File: src/rtl/uart_pkg.sv
// Shared UART definitions: receiver state encoding, frame width and baud divider helper.
package uart_pkg;

    localparam int unsigned DATA_BITS = 8;

    typedef enum logic [2:0] {
        IDLE    = 3'd0,
        START   = 3'd1,
        DATA    = 3'd2,
        PARITY  = 3'd3,
        STOP    = 3'd4,
        WAIT_HI = 3'd5
    } uart_state_t;

    // Clock cycles per oversample tick, truncated, never below 1.
    function automatic int unsigned calc_div(input int unsigned clk_freq,
                                             input int unsigned baud,
                                             input int unsigned os);
        int unsigned d;
        d = clk_freq / (baud * os);
        return (d == 0) ? 1 : d;
    endfunction

endpackage

File: src/rtl/uart_baud_tick.sv
// Free-running oversample tick generator: one-clk pulse every calc_div() clocks.
module uart_baud_tick
    import uart_pkg::*;
#(
    parameter int unsigned CLK_FREQ   = 50000000,
    parameter int unsigned BAUD       = 9600,
    parameter int unsigned OVERSAMPLE = 16
) (
    input  logic clk,
    input  logic rst_n,
    output logic tick
);

    localparam int unsigned DIV = calc_div(CLK_FREQ, BAUD, OVERSAMPLE);
    localparam int unsigned CW  = (DIV > 1) ? $clog2(DIV) : 1;
    localparam logic [CW-1:0] LAST = CW'(DIV - 1);

    logic [CW-1:0] cnt;

    always_ff @(posedge clk or negedge rst_n) begin
        if (!rst_n) begin
            cnt  <= '0;
            tick <= 1'b0;
        end else if (cnt == LAST) begin
            cnt  <= '0;
            tick <= 1'b1;
        end else begin
            cnt  <= cnt + CW'(1);
            tick <= 1'b0;
        end
    end

endmodule

File: src/rtl/uart_receiver.sv
// 8-bit UART receiver, 16x-style oversampling with mid-bit start validation.
// Optional parity stage and PARITY_ERR output enabled by `define UART_RX_PARITY_EN.
module uart_receiver
    import uart_pkg::*;
#(
    parameter int unsigned CLK_FREQ   = 50000000,
    parameter int unsigned BAUD       = 9600,
    parameter int unsigned OVERSAMPLE = 16
`ifdef UART_RX_PARITY_EN
    ,
    parameter bit          PARITY_ODD = 1'b0
`endif
) (
    input  logic                 clk,
    input  logic                 rst_n,
    input  logic                 UART_RX,
    output logic [DATA_BITS-1:0] RX_DATA,
    output logic                 RX_STATUS,
    output logic                 RX_BUSY,
    output logic                 FRAME_ERR
`ifdef UART_RX_PARITY_EN
    ,
    output logic                 PARITY_ERR
`endif
);

    localparam int unsigned SCW = $clog2(OVERSAMPLE);
    localparam logic [SCW-1:0] SC_MID  = SCW'(OVERSAMPLE / 2 - 1);
    localparam logic [SCW-1:0] SC_LAST = SCW'(OVERSAMPLE - 1);
    localparam logic [2:0]     BC_LAST = 3'(DATA_BITS - 1);

    logic                 tick;
    logic                 rx_meta;
    logic                 rx_s;
    uart_state_t          state;
    logic [SCW-1:0]       sc;
    logic [2:0]           bc;
    logic [DATA_BITS-1:0] shreg;
`ifdef UART_RX_PARITY_EN
    logic                 par_bit;
`endif

    uart_baud_tick #(
        .CLK_FREQ  (CLK_FREQ),
        .BAUD      (BAUD),
        .OVERSAMPLE(OVERSAMPLE)
    ) u_tick (
        .clk  (clk),
        .rst_n(rst_n),
        .tick (tick)
    );

    // Synchronizer resets to the idle-high line level so reset never fakes a start edge.
    always_ff @(posedge clk or negedge rst_n) begin
        if (!rst_n) begin
            rx_meta <= 1'b1;
            rx_s    <= 1'b1;
        end else begin
            rx_meta <= UART_RX;
            rx_s    <= rx_meta;
        end
    end

    always_ff @(posedge clk or negedge rst_n) begin
        if (!rst_n) begin
            state     <= IDLE;
            sc        <= '0;
            bc        <= '0;
            shreg     <= '0;
            RX_DATA   <= '0;
            RX_STATUS <= 1'b0;
            RX_BUSY   <= 1'b0;
            FRAME_ERR <= 1'b0;
`ifdef UART_RX_PARITY_EN
            par_bit    <= 1'b0;
            PARITY_ERR <= 1'b0;
`endif
        end else begin
            RX_STATUS <= 1'b0;
            FRAME_ERR <= 1'b0;
`ifdef UART_RX_PARITY_EN
            PARITY_ERR <= 1'b0;
`endif
            case (state)
                IDLE: begin
                    if (!rx_s) begin
                        state   <= START;
                        sc      <= '0;
                        RX_BUSY <= 1'b1;
                    end
                end
                START: begin
                    if (tick) begin
                        if (sc == SC_MID) begin
                            sc <= '0;
                            if (!rx_s) begin
                                state <= DATA;
                                bc    <= '0;
                            end else begin
                                state   <= IDLE;
                                RX_BUSY <= 1'b0;
                            end
                        end else begin
                            sc <= sc + SCW'(1);
                        end
                    end
                end
                DATA: begin
                    if (tick) begin
                        if (sc == SC_LAST) begin
                            sc        <= '0;
                            shreg[bc] <= rx_s;
                            if (bc == BC_LAST) begin
`ifdef UART_RX_PARITY_EN
                                state <= PARITY;
`else
                                state <= STOP;
`endif
                            end else begin
                                bc <= bc + 3'd1;
                            end
                        end else begin
                            sc <= sc + SCW'(1);
                        end
                    end
                end
`ifdef UART_RX_PARITY_EN
                PARITY: begin
                    if (tick) begin
                        if (sc == SC_LAST) begin
                            sc      <= '0;
                            par_bit <= rx_s;
                            state   <= STOP;
                        end else begin
                            sc <= sc + SCW'(1);
                        end
                    end
                end
`endif
                STOP: begin
                    if (tick) begin
                        if (sc == SC_LAST) begin
                            sc <= '0;
                            if (rx_s) begin
                                state   <= IDLE;
                                RX_BUSY <= 1'b0;
`ifdef UART_RX_PARITY_EN
                                if (par_bit != ((^shreg) ^ PARITY_ODD)) begin
                                    PARITY_ERR <= 1'b1;
                                end else begin
                                    RX_DATA   <= shreg;
                                    RX_STATUS <= 1'b1;
                                end
`else
                                RX_DATA   <= shreg;
                                RX_STATUS <= 1'b1;
`endif
                            end else begin
                                FRAME_ERR <= 1'b1;
                                state     <= WAIT_HI;
                            end
                        end else begin
                            sc <= sc + SCW'(1);
                        end
                    end
                end
                WAIT_HI: begin
                    // A held-low line (break) must not be re-read as a stream of 0x00 frames.
                    if (rx_s) begin
                        state   <= IDLE;
                        RX_BUSY <= 1'b0;
                    end
                end
                default: begin
                    state   <= IDLE;
                    RX_BUSY <= 1'b0;
                end
            endcase
        end
    end

endmodule
File: config.mk
export PLATFORM = sky130hd
export DESIGN_NAME = uart_receiver
export DESIGN_NICKNAME = d
export VERILOG_FILES = /design/src/rtl/uart_pkg.sv /design/src/rtl/uart_baud_tick.sv /design/src/rtl/uart_receiver.sv
export SDC_FILE = /design/constraint.sdc
export NUM_CORES = 1
export LEC_CHECK = 0
export ABC_AREA = 1
export CORE_ASPECT_RATIO = 0.75
export CORE_MARGIN = 5
export CORE_UTILIZATION = 55
export DETAILED_ROUTE_END_ITERATION = 7
export PLACE_DENSITY = 0.77
export SLEW_MARGIN = 20
export SYNTH_ARGS = -nofsm -noshare
export SYNTH_HDL_FRONTEND = slang
export SYNTH_SLANG_ARGS = --single-unit
File: constraint.sdc
create_clock -name clk -period 1.8 [get_ports clk]
set_clock_uncertainty 0.15 [all_clocks]
set_input_delay 0.36 -clock clk [delete_from_list [all_inputs] [get_ports clk]]
set_output_delay 0.36 -clock clk [all_outputs]
set_load 0.05 [all_outputs]
==> flow_results.org, run 1 <==
** Outcome
- Run status :: completed

** Power
- Dividing total power by cell area gives a power density of approximately 720 mW/mm^2.
- Leakage component of the power :: 1.281 nW
- IR analysis of the VDD net gives a maximum drop of ~0.56 mV.

** Synth
- Yosys instantiated no cell more often than nand2_1.
- Number of enable-type register cells in the synthesized netlist :: 0
- Cell accounting for the most synthesized area :: dfrtp_1
- During synthesis, Yosys emitted a total of 0 warnings.
- Counting flops and latches in the post-synthesis netlist gives 41.
- For this run, asynchronously set or reset flops after synthesis account for 1.000.
- Among all flip-flop cells after synthesis, the most frequent one is dfrtp_1.
- Area fraction of the dominant cell type after synthesis :: 0.4742
- Post-Synthesis Cells :: around 260
- Ranked by instance count, the synthesized netlist is headed by 87 x nand2_1, 39 x dfrtp_1, 32 x nand3_1.
- The number of different library cells used by synthesis comes to 26.
- After synthesis, the cell types taking the most area are dfrtp_1 47%, nand2_1 16%, nand3_1 7.8%.
- The share of the Yosys chip area taken by registers is 0.4997.
- Post-synthesis instance area :: about 0.0021 mm^2
- Post-Synthesis Net Count :: approximately 260
- Mean instance size in the synthesized netlist :: 8.040 um^2

** Setup path
- Largest fanout on the critical path :: 8
- Endpoint required time on the critical path :: between 1.5 and 2 ns
- Worst setup path class :: flop to flop
- Measured in cells, the most critical reg-to-reg path has a length of 8.
- Sort of element at the start of the critical path :: flop
- Arrival time worst endpoint :: 1.67 ns
- Capturing element type of the critical path :: flop

** Timing
- In this run the tightest slew margin relative to its limit is 0.8105.
- Number of setup violations in the final report :: 0
- Hold_ws :: 0.2074 ns
- Clock period minus worst slack :: ~1.6 ns
- Derived from the worst setup path, the maximum achievable clock frequency is around 610 MHz.
- Setup ws final :: about 0.16 ns
- Total count of max-transition violations in the final report :: 0
- Final-report hold violation count :: 0
- Dividing the final minimum period by the clock period gives 0.9090.
- Worst Tran Pin Value :: 0.2828 ns
- Setup repair after global routing missed its margin :: false
- For the final routed database, the setup TNS stands at 0 ns.

** Global route
- The first global-routing pass estimated ~6.4 mm of wire.
- Largest net degree at the start of global routing :: between 40 and 50
- Number of global-route vias before repair :: 1419
- Total track usage :: 0.1623
- The initial antenna violation count came to 0.
- Total congestion overflow after global routing :: 0

** Layout
- The multi-input combinational cells in the finished layout cover a total of 919.6 um^2.
- Layout cells sized above 1 :: 0.1714
- ANT cells :: 0
- Area growth from synthesis to layout :: 16.29%
- Across the whole layout, storage elements account for between 0.001 and 0.0015 mm^2.
- The layout has 341 filler cells.
- Number of nets at the end of the flow :: around 290

** Placed design
- Placed wire-length estimate after detailed placement :: 2.645 mm
- Number of buffers inserted by port buffering :: 13
- Routability congestion estimate :: between 0.9 and 1
- Pre-CTS worst setup slack :: 0.1373 ns

** Detailed routing
- In this run the remaining antenna-violating nets after routing total 0.
- After detailed routing, the total wire length is 3.758 mm.
- Vias after detailed routing :: approximately 1700
- After detailed routing, the average wire length per cell comes to roughly 11 um.
- After the first detailed-routing iteration, the DRC count stood at between 80 and 90.
- DRC errors left :: 0
- Detailed-routing iteration count for the pre-antenna-repair pass :: 5
- In the routed layout, each cell is associated on average with a via count of just over 5.

** Clocking
- Clk root buf :: clkbuf_8
- Clock slew at the register clock pins of the worst setup and hold paths :: ~0.08 ns
- The longest clock path from root to sink contains 2 buffers.
- TritonCTS Buffers :: 5
- For the worst-skew pair, the clock arrives at the later sink with an insertion delay of 0.30 ns.
- Clock tree synthesis found a total of 41 sinks.
- TritonCTS built the clock tree.
- H-tree levels :: 2

** Floorplan
- In this run the horizontal extent of the chip is around 80 um.
- After floorplanning, the core was divided into 19 placement rows.
- Placeable core area :: 0.003637 mm^2
- Height of the die :: roughly 63 um
- The floorplan step defined a die boundary enclosing a little over 0.005 mm^2.
- The initial utilization of the core area, before any placement, comes to 0.5659.
- Boundary pin count :: 14

** Run
- Across the run, the number of max-cap violations was 0.

** Min path
- Class of the tightest hold or removal check :: flop to flop
- Hold depth :: 0
logic make-up after synthesis:
| logic type | count (synthesis) | share of synthesized area |
|---|---|---|
| AO/OA/AOI/OAI | 16 | 0.03951 |
| XOR/XNOR | 4 | 0.01702 |
| adder cells (fa/ha/maj) | 5 | 0.03040 |
| buffers and inverters | 31 | 0.05836 |
| AND/OR/NAND/NOR | 159 | 0.3550 |
| flip-flops | 41 | 0.4997 |
metal layers:
layer  part of all wire  global-route usage  vias up
li1                   -                   -      865
met1               0.51              0.2422      767
met2               0.42              0.2273       39
met3              0.055             0.04323        7
met4              0.015             0.05063        0
met5                  0                   0        -
registers in the layout, summed over array words and instances (netlist names), 3 cells and up:
name	flops
shreg	8
sc	4
state	3
u_tick.cnt	9
bc	3
RX_DATA	8
final timing paths:
path	to	startpoint	slack (ns)
max	shreg[5]	sc[0]	0.16
min	rx_s	rx_meta	0.21
max reg2reg	shreg[5]	sc[0]	0.16
min reg2reg	rx_s	rx_meta	0.21
max in group asynchronous	rx_meta	rst_n	0.84
min in group asynchronous	state[1]	rst_n	0.40
stage by stage:
stage	cells	util	power [mW]	instance area, um^2
4_1_cts	332	0.6553	1.749	2384
3_5_place_dp	323	0.6195	0.9810	2253
2_1_floorplan	256	-	0.9513	2058
3_3_place_gp	323	0.6195	0.9810	2253
5_1_grt	332	0.6581	1.805	2394
6_report	332	0.6581	1.734	2394
layout by cell type (no fill, tap or decap), types with 2 or more instances in the layout:
master	n
a21oi_1	2
inv_1	24
nand3_2	2
clkbuf_8	6
nand3b_1	3
nand4_1	2
nor2_2	6
dfstp_2	2
nand2_2	2
or2_2	2
inv_2	4
buf_4	14
dfrtp_1	39
o21ai_1	12
nor2_1	18
nand2_1	87
xor2_1	4
nand3_1	32
ha_1	4
repair_timing:
action	4_1_cts	5_1_grt
endpoints found under the setup margin	0	11
gates resized for setup	0	4
hold buffers	1	0
buffers inserted	0	0
hold endpoints to repair	39	0
power by group:
group	switching [mW]	internal [mW]	leakage (nW)
registers	0.00207	0.924	0.541
logic	0.0248	0.0115	0.683
clock network	0.321	0.451	0.0574
total	0.348	1.39	1.28
worst max-delay path, cell delays in order (launching register included):
cell and delay (ns):
dfrtp_1 0.39, ha_2 0.22, nand3_2 0.12, inv_2 0.11, nand2_1 0.10, nor2_4 0.17
nand3_1 0.12, nand2_1 0.07, o21ai_1 0.07
layout make-up:
type,instances,share of cell area
flip-flops and latches,41,0.4297
clock inverters,2,0.01568
multi-input cells,184,0.3842
inverters,29,0.04600
clock buffers,6,0.03450
repair buffers,18,0.06273
well taps,52,0.02718
(Power assumes the default switching activity.)
==> run 2: changes to the inputs <==
Settings changed: CORE_UTILIZATION 55 to 25, PLACE_DENSITY 0.77 to 0.42, RECOVER_POWER set to 100, SETUP_SLACK_MARGIN set to 0.3.
==> flow_results.org, run 2 (synthesis results as in run 1) <==
** Detailed routing
- Number of DRC violations after detailed-routing iteration 0 :: 129 (+47%)
- The mean routed wirelength per cell was 11.53 um (+1.8%).
- The count of unresolved DRC violations after routing came to 0 (unchanged).
- Vias after detailed routing :: 1729 (+3.0%)
- The first-pass detailed-route iteration total came to 5 (unchanged).
- Aggregate routed wire length :: 4.588 mm (+22%)
- The final antenna-violating net count is 0 (unchanged).
- The average via count per standard cell was 4.344 (-14%).

** Layout
- Non-Filler Cell Area, Final :: 0.002680 mm^2 (+12%)
- The largest registers in the layout are u_tick.cnt: 9 flops, RX_DATA: 8 flops, shreg: 8 flops.
- Layout cells sized above 1 :: 0.2560 (+0.08454)
- Flip-flop count of the largest register, all copies and words added :: 9 (unchanged)
- Leading cell types in the layout, fill and taps excluded :: 81 x nand2_1, 36 x dfrtp_1, 27 x nand3_1
- The post-layout instance count excluding filler cells was 398 (+20%).
- The register cell area after layout was 0.001032 mm^2 (+0.36%).
- Area taken by multi-input logic gates :: 0.001040 mm^2 (+13%)
- Final design utilization :: 0.3370 (-0.3211)
- Area growth from synthesis to layout :: 30.21%
- Number of nets at the end of the flow :: 300 (+4.5%)
- ANT cells :: 0 (unchanged)
- Fillers :: 834 (+140%)
- More flip-flops sit in one register than any other, and that register is u_tick.cnt.
- The library cell used most frequently in the layout, excluding fill and tap cells, is nand2_1.

** Global route
- The wire length of the first global-routing pass was 7.886 mm (+23%).
- Number of global-route vias before repair :: 1647 (+16%)
- Initial antenna violation count :: 0 (unchanged)
- Total congestion overflow after global routing :: 0 (unchanged)
- The global routing usage summed across all routing layers is 0.09813 (-0.06422).
- Largest net degree at the start of global routing :: 29 (-31%)

** Placed design
- The number of buffer cells added on primary ports is 13 (unchanged).
- The count of placed standard cells including taps was 378 (+17%).
- The total half-perimeter wirelength after legalization and detailed placement is 3.237 mm (+22%).
- Routability congestion estimate :: 0.8418 (-13%)
- Area after DPL :: 0.002338 mm^2 (+3.8%)

** Setup path
- STA classifies the critical path startpoint as a flop.
- STA classifies the critical path endpoint as a primary output.
- The critical path goes through clkbuf_1.
- The number of buffer and inverter instances along the worst setup path was 1 (unchanged).
- The slowest stage of the critical path is the clkbuf_1 cell.
- Worst setup path class :: flop to primary output
- Largest fanout on the critical path :: 1 (-7)
- In this design, the largest share of critical-path delay is due to buffers and inverters.
- The delay of the slowest cell on the worst path is 0.46 ns (+0.07 ns).
- Endpoint required time on the critical path :: 1.29 ns (-0.54 ns)
- The critical path data arrival time is 1.09 ns (-0.58 ns).

** Floorplan
- The full die area came to 0.01017 mm^2 (+100%).
- Placeable core area :: 0.007953 mm^2 (+120%)
- The initial core utilization is 0.2588 (-0.3071).
- Site row count :: 28 (+9)
- Boundary pin count :: 14 (unchanged)
- The width of the die came to 114.8 um (+42%).
- Height of the die :: 88.58 um (+41%)

** Power
- Power per unit of standard cell area :: 699.2 mW/mm^2 (-3.5%)
- Maximum VDD drop :: 0.2894 mV (-48%)
- Leakage component of the power :: 1.353 nW (+5.6%)

** Timing
- The count of final max-slew check failures came to 0 (unchanged).
- Ratio of final minimum period to clock period :: 0.8894 (-0.01963)
- Highest achievable clock rate :: 624.7 MHz (+2.2%)
- Number of setup violations in the final report :: 0 (unchanged)
- The headroom to the max-slew limit was 0.3949 (-0.4156).
- The transition time at the pin with the least slew margin was 0.9077 ns (+0.6249 ns).
- The hold violation total from the final report was 0 (unchanged).
- The clock period minus final worst setup slack is 1.601 ns (-0.03533 ns).
- Setup repair after global routing could not meet its margin everywhere.
- Final sum of negative setup slack :: 0 ns (unchanged)

** Clocking
- The root buffer cell chosen for the clock tree is clkbuf_8.
- The deepest clock path buffer count is 2 (unchanged).
- Clock slew at the register clock pins of the worst setup and hold paths :: 0.09 ns (about the same)
- The total number of clock tree sinks was 41 (unchanged).
- The insertion delay of the later-clocked pin in the worst-skew pair came to 0.30 ns (about the same).
- CTS tree :: built
- TritonCTS Buffers :: 5 (unchanged)
- H-tree levels :: 2 (unchanged)

** Run
- Max_cap viols :: 0 (unchanged)

** Outcome
- Run status :: completed

** Min path
- The path class of the tightest hold or removal check is flop to flop.
[run 2: cell types whose count changed in the layout (fill, tap and decap cells not counted), sizes merged]
cell	delta
clkinvlp	-1
clkbuf	+12
bufinv	+1
inv	+1
dlygate4sd3	+1
clkdlybuf4s50	-1
[run 2: cell type report]
| cell class | instances | area share |
|---|---|---|
| inverter | 29 | 0.04528 |
| multi-input combinational | 184 | 0.3880 |
| tap | 105 | 0.04902 |
| clock buffer | 5 | 0.02568 |
| timing repair buffer | 31 | 0.08123 |
| clock inverter | 3 | 0.02568 |
| sequential | 41 | 0.3852 |
[run 2: routing by layer]
layer | track usage | vias to the layer above | routed length (um)
met5 | 0 | - | 0
li1 | - | 889 | -
met2 | 0.1453 | 29 | 1917
met1 | 0.1405 | 800 | 2432
met4 | 0.03838 | 0 | 80
met3 | 0.02051 | 11 | 158
[run 2: what timing repair did]
item                                    4_1_cts  5_1_grt
buffers inserted                              3        8
hold buffers                                  1        0
gates resized for setup                      28       26
endpoints found under the setup margin       28       32
hold endpoints to repair                     11        0
pin swaps                                     6       15
[run 2: worst paths after layout]
kind	from	endpoint	slack, ns	cells past startpoint
max reg2reg	state[0]	RX_DATA[6]	0.20	7
min	rx_meta	rx_s	0.21	0
max	RX_STATUS	RX_STATUS	0.20	1
min in group asynchronous	rst_n	RX_BUSY	0.56	2
max in group asynchronous	rst_n	u_tick.tick	0.28	3
min reg2reg	rx_meta	rx_s	0.21	0
[run 2: power breakdown]
part	switching, mW	total [mW]	internal (mW)
logic	0.0282	0.0405	0.0122
clock network	0.350	0.908	0.559
registers	0.00105	0.925	0.924
[run 2: per-stage QoR]
step	worst slack [ns]	hold WS, ns	total power [mW]
detailed placement	0.1199	0.1578	0.9845
CTS	0.2037	0.2115	1.921
floorplan	0.3037	-0.08559	0.9517
finish	0.1991	0.2096	1.874
global placement	0.1448	0.1653	0.9849
global route	0.05791	0.2217	1.966
